==> config.mk <==
export PLATFORM = sky130hd
export DESIGN_NAME = lsu
export DESIGN_NICKNAME = d
export VERILOG_FILES = /design/src/rtl/lsu_pkg.sv /design/src/rtl/lsu_align.sv /design/src/rtl/lsu.sv
export SDC_FILE = /design/constraint.sdc
export NUM_CORES = 1
export LEC_CHECK = 0
export CORE_ASPECT_RATIO = 1.2
export CORE_UTILIZATION = 34
export CTS_BUF_LIST = sky130_fd_sc_hd__clkbuf_8 sky130_fd_sc_hd__clkbuf_16
export CTS_CLUSTER_SIZE = 8
export DETAILED_ROUTE_END_ITERATION = 12
export GPL_ROUTABILITY_DRIVEN = 0
export PLACE_DENSITY = 0.74
export SLEW_MARGIN = 25
export SYNTH_ARGS = -nofsm -noshare
export SYNTH_HDL_FRONTEND = slang
export SYNTH_SLANG_ARGS = --single-unit
==> constraint.sdc <==
create_clock -name clock -period 9.7 [get_ports clock]
set_clock_uncertainty 0.05 [all_clocks]
set_input_delay 2.91 -clock clock [delete_from_list [all_inputs] [get_ports clock]]
set_output_delay 2.91 -clock clock [all_outputs]
set_load 0.005 [all_outputs]
==> src/rtl/lsu_pkg.sv <==
// Shared types for the load/store unit: access sizes, FSM states, AXI response codes.
package lsu_pkg;
    typedef enum logic [1:0] {
        SZ_BYTE = 2'd0,
        SZ_HALF = 2'd1,
        SZ_WORD = 2'd2
    } lsu_size_e;

    typedef enum logic [2:0] {
        IDLE  = 3'd0,
        RD_A  = 3'd1,
        RD_D  = 3'd2,
        WR_AW = 3'd3,
        WR_B  = 3'd4,
        RESP  = 3'd5
    } lsu_state_e;

    localparam logic [1:0] AXI_RESP_OKAY = 2'b00;
endpackage

==> src/rtl/lsu_align.sv <==
// Byte-lane steering: store replication and strobes, load lane extract/extend, misalign detect.
module lsu_align
    import lsu_pkg::*;
(
    input  logic [1:0]  a,
    input  logic [1:0]  size,
    input  logic        sext,
    input  logic [31:0] wd,
    input  logic [31:0] rd,
    output logic [31:0] wdata,
    output logic [3:0]  wstrb,
    output logic [31:0] rext,
    output logic        misalign,
    output logic        illegal
);
    logic [31:0] rsh;

    always_comb begin
        rsh      = rd >> {a, 3'b000};
        wdata    = wd;
        wstrb    = 4'b1111;
        rext     = rd;
        misalign = 1'b0;
        illegal  = 1'b0;
        case (size)
            SZ_BYTE: begin
                wdata = {4{wd[7:0]}};
                wstrb = 4'b0001 << a;
                rext  = {{24{sext & rsh[7]}}, rsh[7:0]};
            end
            SZ_HALF: begin
                wdata    = {2{wd[15:0]}};
                wstrb    = 4'b0011 << a;
                // half lane is chosen by a[1] only; a[0] is the misalign case
                rext     = a[1] ? {{16{sext & rd[31]}}, rd[31:16]}
                                : {{16{sext & rd[15]}}, rd[15:0]};
                misalign = a[0];
            end
            SZ_WORD: misalign = |a;
            default: illegal = 1'b1;
        endcase
    end
endmodule

==> src/rtl/lsu.sv <==
// Load/store unit: one request becomes one AXI4-Lite transaction, answered by a one-cycle pulse.
module lsu
    import lsu_pkg::*;
#(
    parameter int ADDR_W      = 32,
    parameter int CHECK_ALIGN = 1
) (
    input  logic              clock,
    input  logic              reset,
    input  logic              lsu_reqValid,
    input  logic              lsu_wen,
    input  logic [ADDR_W-1:0] lsu_addr,
    input  logic [31:0]       lsu_wdata,
    input  logic [1:0]        lsu_size,
    input  logic              lsu_sext,
    output logic              lsu_respValid,
    output logic [31:0]       lsu_rdata,
    output logic              lsu_err,
    output logic [ADDR_W-1:0] araddr,
    output logic              arvalid,
    input  logic              arready,
    input  logic [31:0]       rdata,
    input  logic [1:0]        rresp,
    input  logic              rvalid,
    output logic              rready,
    output logic [ADDR_W-1:0] awaddr,
    output logic              awvalid,
    input  logic              awready,
    output logic [31:0]       wdata,
    output logic [3:0]        wstrb,
    output logic              wvalid,
    input  logic              wready,
    input  logic [1:0]        bresp,
    input  logic              bvalid,
    output logic              bready
);
    lsu_state_e        state, state_d;
    logic [ADDR_W-1:0] addr_q;
    logic [31:0]       wdata_q, rdata_q, rext;
    logic [1:0]        size_q, al_a, al_size;
    logic              sext_q, err_q, aw_done, w_done, aw_fin, w_fin;
    logic              misalign, illegal, fault;

    // In IDLE the aligner checks the incoming request; afterwards it works on the latched one.
    assign al_a    = (state == IDLE) ? lsu_addr[1:0] : addr_q[1:0];
    assign al_size = (state == IDLE) ? lsu_size : size_q;
    assign fault   = illegal | ((CHECK_ALIGN != 0) & misalign);

    lsu_align u_align (
        .a(al_a), .size(al_size), .sext(sext_q), .wd(wdata_q), .rd(rdata),
        .wdata(wdata), .wstrb(wstrb), .rext(rext), .misalign(misalign), .illegal(illegal)
    );

    assign araddr    = {addr_q[ADDR_W-1:2], 2'b00};
    assign awaddr    = {addr_q[ADDR_W-1:2], 2'b00};
    assign lsu_rdata = rdata_q;
    assign lsu_err   = err_q;
    assign aw_fin    = aw_done | awready;
    assign w_fin     = w_done | wready;

    always_ff @(posedge clock or posedge reset) begin
        if (reset) state <= IDLE;
        else       state <= state_d;
    end

    always_comb begin
        state_d       = state;
        arvalid       = 1'b0;
        rready        = 1'b0;
        awvalid       = 1'b0;
        wvalid        = 1'b0;
        bready        = 1'b0;
        lsu_respValid = 1'b0;
        case (state)
            IDLE:  if (lsu_reqValid) state_d = fault ? RESP : (lsu_wen ? WR_AW : RD_A);
            RD_A: begin
                arvalid = 1'b1;
                if (arready) state_d = RD_D;
            end
            RD_D: begin
                rready = 1'b1;
                if (rvalid) state_d = RESP;
            end
            WR_AW: begin
                awvalid = ~aw_done;
                wvalid  = ~w_done;
                if (aw_fin && w_fin) state_d = WR_B;
            end
            WR_B: begin
                bready = 1'b1;
                if (bvalid) state_d = RESP;
            end
            RESP: begin
                lsu_respValid = 1'b1;
                state_d       = IDLE;
            end
            default: state_d = IDLE;
        endcase
    end

    always_ff @(posedge clock or posedge reset) begin
        if (reset) begin
            addr_q  <= '0;
            wdata_q <= '0;
            size_q  <= '0;
            sext_q  <= 1'b0;
            rdata_q <= '0;
            err_q   <= 1'b0;
            aw_done <= 1'b0;
            w_done  <= 1'b0;
        end else begin
            // done flags live only while the write address/data phase lasts
            aw_done <= (state == WR_AW) && (state_d == WR_AW) && aw_fin;
            w_done  <= (state == WR_AW) && (state_d == WR_AW) && w_fin;
            if (state == IDLE && lsu_reqValid) begin
                addr_q  <= (CHECK_ALIGN == 0 && misalign) ? {lsu_addr[ADDR_W-1:2], 2'b00} : lsu_addr;
                wdata_q <= lsu_wdata;
                size_q  <= lsu_size;
                sext_q  <= lsu_sext;
                err_q   <= fault;
                if (fault) rdata_q <= '0;
            end else if (state == RD_D && rvalid) begin
                rdata_q <= rext;
                err_q   <= (rresp != AXI_RESP_OKAY);
            end else if (state == WR_B && bvalid) begin
                err_q   <= (bresp != AXI_RESP_OKAY);
            end
        end
    end
endmodule
# Word-level counts from Yosys, hierarchy flattened
# Cells that the tools add are included.
# word_totals
register_bits	105
in_bits	112
output_inout_bits	139
wordCells	73
# classes
n_eq_ne	9
shift	3
muxes	28
n_bitwise	8
reduce_logical	16
# ops
operator	n
2-to-1 mux 32 bit	4
case mux 32 bit (2 select lines)	2
>> shifter 32 x 5 -> 8 bit	1
2-to-1 mux 3 bit	6
case mux 3 bit (5 select lines)	1
2-to-1 mux 1 bit	10
equality test 3 x 2 -> 1 bit, second input constant	3
case mux 4 bit (2 select lines)	1
logical AND 1 bit	7
equality test 3 bit, second input constant	2
2-to-1 mux 2 bit	3
nonzero test 2 bit	3
left shift 1 x 2 -> 4 bit, first input constant	1
left shift 2 x 2 -> 4 bit, first input constant	1
bitwise AND 1 bit	3
equality test 3 x 1 -> 1 bit, second input constant	1
zero test 3 bit	1
OR 1 bit	3
nonzero test 3 bit	1
OR reduction 3 bit	1
equality test 2 x 1 -> 1 bit, second input constant	1
equality test 2 bit, second input constant	1
zero test 2 bit	1
!= test 2 bit, second input constant	1
other kinds (4)	5

# Logic depth before layout (Yosys ltp)
# logic_depth
depth_word	12
depth_mapped	8

# Modules after synthesis
# Synthesis repeated with hierarchy kept, for this count alone.
# hier_totals
cells_unflattened	584
area_unflattened_um2	6112.1
# by_module_without_submodules
module	instances	cells_each	area_each_um2	seq_area_each_um2
lsu	1	401	4707.0	2627.5
lsu_align	1	183	1405.1	0.0

# Worst setup path before layout
# OpenSTA, ideal clock, no wires.
# synth_path
path_type	input to output
startpoint	input port lsu_size[1]
endpoint	output port wstrb[0]
t_arrival_ps	4151
t_required_ps	6740
path_slack_ps	2589
cell_stages	4
n_path_buf	2
cell_sequence	clkbuf_1 -> mux2i_1 -> clkbuf_1 -> o311ai_0
# synth_via
elab_chain_len	3
elab_cells_between_ends	4
# synth_rtl
item	line_no	rtl
start: declaration	lsu.sv:14	input logic [1:0] lsu_size,
2-to-1 mux 2 bit *	lsu.sv:46	assign al_size = (state == IDLE) ? lsu_size : size_q;
equality test 2 x 1 -> 1 bit or zero test 2 bit (tied branches)	lsu_align.sv:25	case (size)
case mux 4 bit (2 select lines) *	lsu_align.sv:25	
end: declaration	lsu.sv:30	output logic [3:0] wstrb,
# Every way passes the cells marked *; elsewhere a longest branch is shown, timed or not.

# Final worst setup path
# layout_path
startpoint	input port lsu_size[1]
endpoint	output port wdata[11]
# layout_via
elab_chain_len	3
elab_cells_between_ends	4
# layout_rtl
item	line_no	rtl
2-to-1 mux 2 bit *	lsu.sv:46	
equality test 2 x 1 -> 1 bit or zero test 2 bit (tied branches)	lsu_align.sv:25	
case mux 32 bit (2 select lines) *	lsu_align.sv:25	
end: declaration	lsu.sv:29	output logic [31:0] wdata,
# Marked as above.

==> results_dict.tcl <==
set metrics [dict create \
    root_buffer "clkbuf_16" \
    vias 4308 \
    fmax_mhz 123.8 \
    grt_pass1_wl_um 24110 \
    synthFlopType "dfrtp_1" \
    status "completed" \
    cpMaxStageDelayCell "clkdlybuf4s50_1" \
    fin_nets 754 \
    setup_viol 0 \
    synthTopCellsByArea "dfrtp_1 (47%), mux2_2 (16%), buf_4 (9.7%)" \
    finalCritPeriodShare 0.8326 \
    tightest_slew_ns 0.9218 \
    crit_path_end_kind "primary output" \
    dp_slack_ns 1.541 \
    combPwrFrac 0.540 \
    p_int_mw 1.716 \
    initial_core_util 0.3515 \
    syn-instance-count 480 \
    synth_common_cells "dfrtp_1 (105), mux2_2 (81), buf_4 (72)" \
    cts_tree "done" \
    p_switching_mw 0.8410 \
    power_density_nw_per_um2 321.0 \
    wirelength_um 15260 \
    dr.first_iter.drc_count 207 \
    clk_path_buf_depth 2 \
    max_cap_viol_count 0 \
    grt_pass1_vias 4600 \
    gr-total-overflow 0 \
    core_sq_um 15830 \
    whs_ns 0.4599 \
    post_cts_buffers 0 \
    yosysSeqAreaShare 0.4723 \
    grt_usage 0.1831 \
    multiInputGateArea_sq_um 2267 \
    worst_path_most_repeated_cell "clkdlybuf4s50_1" \
    vdd_drop_max_uv 191.8 \
    clk_pin_slew_ns 0.08 \
    portBuffers 246 \
    wl_per_cell_um 17.85 \
    fp.dieW_um 118.8 \
    power_frac_seq 0.314 \
    rsz0062_at_grt "no" \
    crit_path_max_incr_delay_ns 0.64 \
    dieHeight_um 142.1 \
    clockPowerShare 0.145 \
    cts_resized 0 \
    hold_viol 0 \
    crit_required_ns 6.74 \
    synth_top_area_cell "dfrtp_1" \
    io_pins 251 \
    hpwl_um 11210 \
    async_flop_share 1.000 \
    worst_slew_margin_rel 0.3855 \
    antenna_cells 0 \
    cts_max_level 3 \
    drv_slew 0 \
    path_buf_inv 2 \
    syn_to_final_growth_pct 43.23 \
    drive_above_1_share 0.1731 \
    period_minus_slack_ns 8.077 \
    yosys.cell_count.top_type "dfrtp_1" \
    worst-setup-path-type "input pin to primary output" \
    rows 50 \
    path_delay_family "buffers and inverters" \
    p_leak_nw 3.370 \
    ys_ff_latch 105 \
    arrival_ns 5.12 \
    cts_hold_buf 0 \
    ant_nets 0 \
    dieArea_sq_um 16880 \
    seqCellArea_sq_um 2628 \
    synth_top_area_frac 0.4723 \
    viasPerCell 5.039 \
    synth-edff-count 0 \
    total_power_mw 2.557 \
    synth_area_sq_um 5563 \
    worst_slack_ns 1.623 \
    yosysWarnings 0 \
    first_pass_iters 4 \
    worstPathCellList "clkdlybuf4s50_1 > nor2_1 > mux2i_2 > mux2_2 > clkdlybuf4s50_1" \
    antenna_found_initial 0 \
    numCtsBuffers 9 \
    p_sw_frac 0.3288 \
    final.setup.tns_ns 0 \
    nFillCells 1411 \
    synth_area_per_cell_sq_um 11.59 \
    ys_types 45 \
    cp-start-kind "input pin" \
    cp_max_fo 9 \
    drc_errors 0 \
    holdCritPathClass "flop to flop" \
    grt_max_degree 70 \
    cts.sinks 105 \
    clk_latency_ns 0.36 \
]
-- metrics by stage --
step	instance area, sq um	cells	utilization
after detailed placement	7656	839	0.4837
after floorplan	5574	483	-
after CTS	7959	855	0.5028
after global placement	7652	839	0.4835
final	7968	855	0.5034
after global routing	7968	855	0.5034
-- layer usage --
| layer | GRT usage | part of all wire | wire (um) |
|---|---|---|---|
| met1 | 0.2176 | 0.40 | 6029 |
| met5 | 0 | 0 | 0 |
| met2 | 0.3158 | 0.51 | 7737 |
| met3 | 0.04487 | 0.078 | 1191 |
| met4 | 0.07662 | 0.020 | 305 |
-- placed cells by master, fill, tap and decap left out, types with 3 or more instances in the layout --
cell             count
nor2_1              20
mux2i_1             27
dfrtp_1            105
buf_4                5
o221ai_1             7
nor4bb_1             3
clkdlybuf4s50_1    246
conb_1               4
or3_1                3
nand2_1             22
nor2b_1              5
mux2i_2              3
a22oi_1              8
inv_8                4
nor3_1               3
nand3_1             26
a221o_1             16
clkbuf_16            9
and2_1               4
o21ai_0              5
a21oi_1              9
mux2_2              81
-- layout make-up --
class	instances	share of cell area
clock buffers	9	0.02827
clock inverters	7	0.009736
inverters	2	0.001256
multi-input cells	273	0.2845
flip-flops and latches	105	0.3298
well taps	208	0.03266
repair buffers	251	0.3138
-- state kept, by name, summed over array words and instances (netlist names) --
name       cells
size_q         2
lsu_rdata     32
wdata_q       32
w_done         1
sext_q         1
addr_q        32
lsu_err        1
state          3
aw_done        1
-- power groups by stage --
| stage | logic (mW) | clock network (mW) | registers [mW] |
|---|---|---|---|
| after floorplan | 0.839 | 0 | 0.747 |
| after CTS | 1.40 | 0.385 | 0.805 |
| after detailed placement | 1.38 | 0 | 0.811 |
| after global placement | 1.37 | 0 | 0.799 |
| final | 1.38 | 0.371 | 0.804 |
| after global routing | 1.49 | 0.400 | 0.834 |
-- cell families after synthesis --
| kind of cell | after synthesis | share of synthesized area |
|---|---|---|
| AO/OA/AOI/OAI | 56 | 0.08367 |
| AND/OR/NAND/NOR | 100 | 0.09311 |
| other | 1 | 0.0006741 |
| multiplexers | 113 | 0.2245 |
| buffers and inverters | 105 | 0.1257 |
| flip-flops | 105 | 0.4723 |
-- worst reg2reg max path, cell delays in order, from the launching register on --
cell     delay, ns
dfrtp_1       0.48
or4b_4        0.97
a21o_4        0.42
and2_4        0.26
a221o_1       0.39
-- path summary, 6_finish.rpt --
| check | start | end | slack (ns) | depth (start not counted) |
|---|---|---|---|---|
| min in group asynchronous | reset | addr_q[13] | 2.91 | 2 |
| worst min-delay path | lsu_rdata[7] | lsu_rdata[7] | 0.46 | 1 |
| worst max register to register | state[2] | lsu_rdata[30] | 7.02 | 4 |
| max in group asynchronous | reset | addr_q[23] | 5.46 | 3 |
| worst min register to register | lsu_rdata[7] | lsu_rdata[7] | 0.46 | 1 |
| worst max-delay path | lsu_size[1] | wdata[11] | 1.62 | 5 |
(Power assumes the default switching activity.)
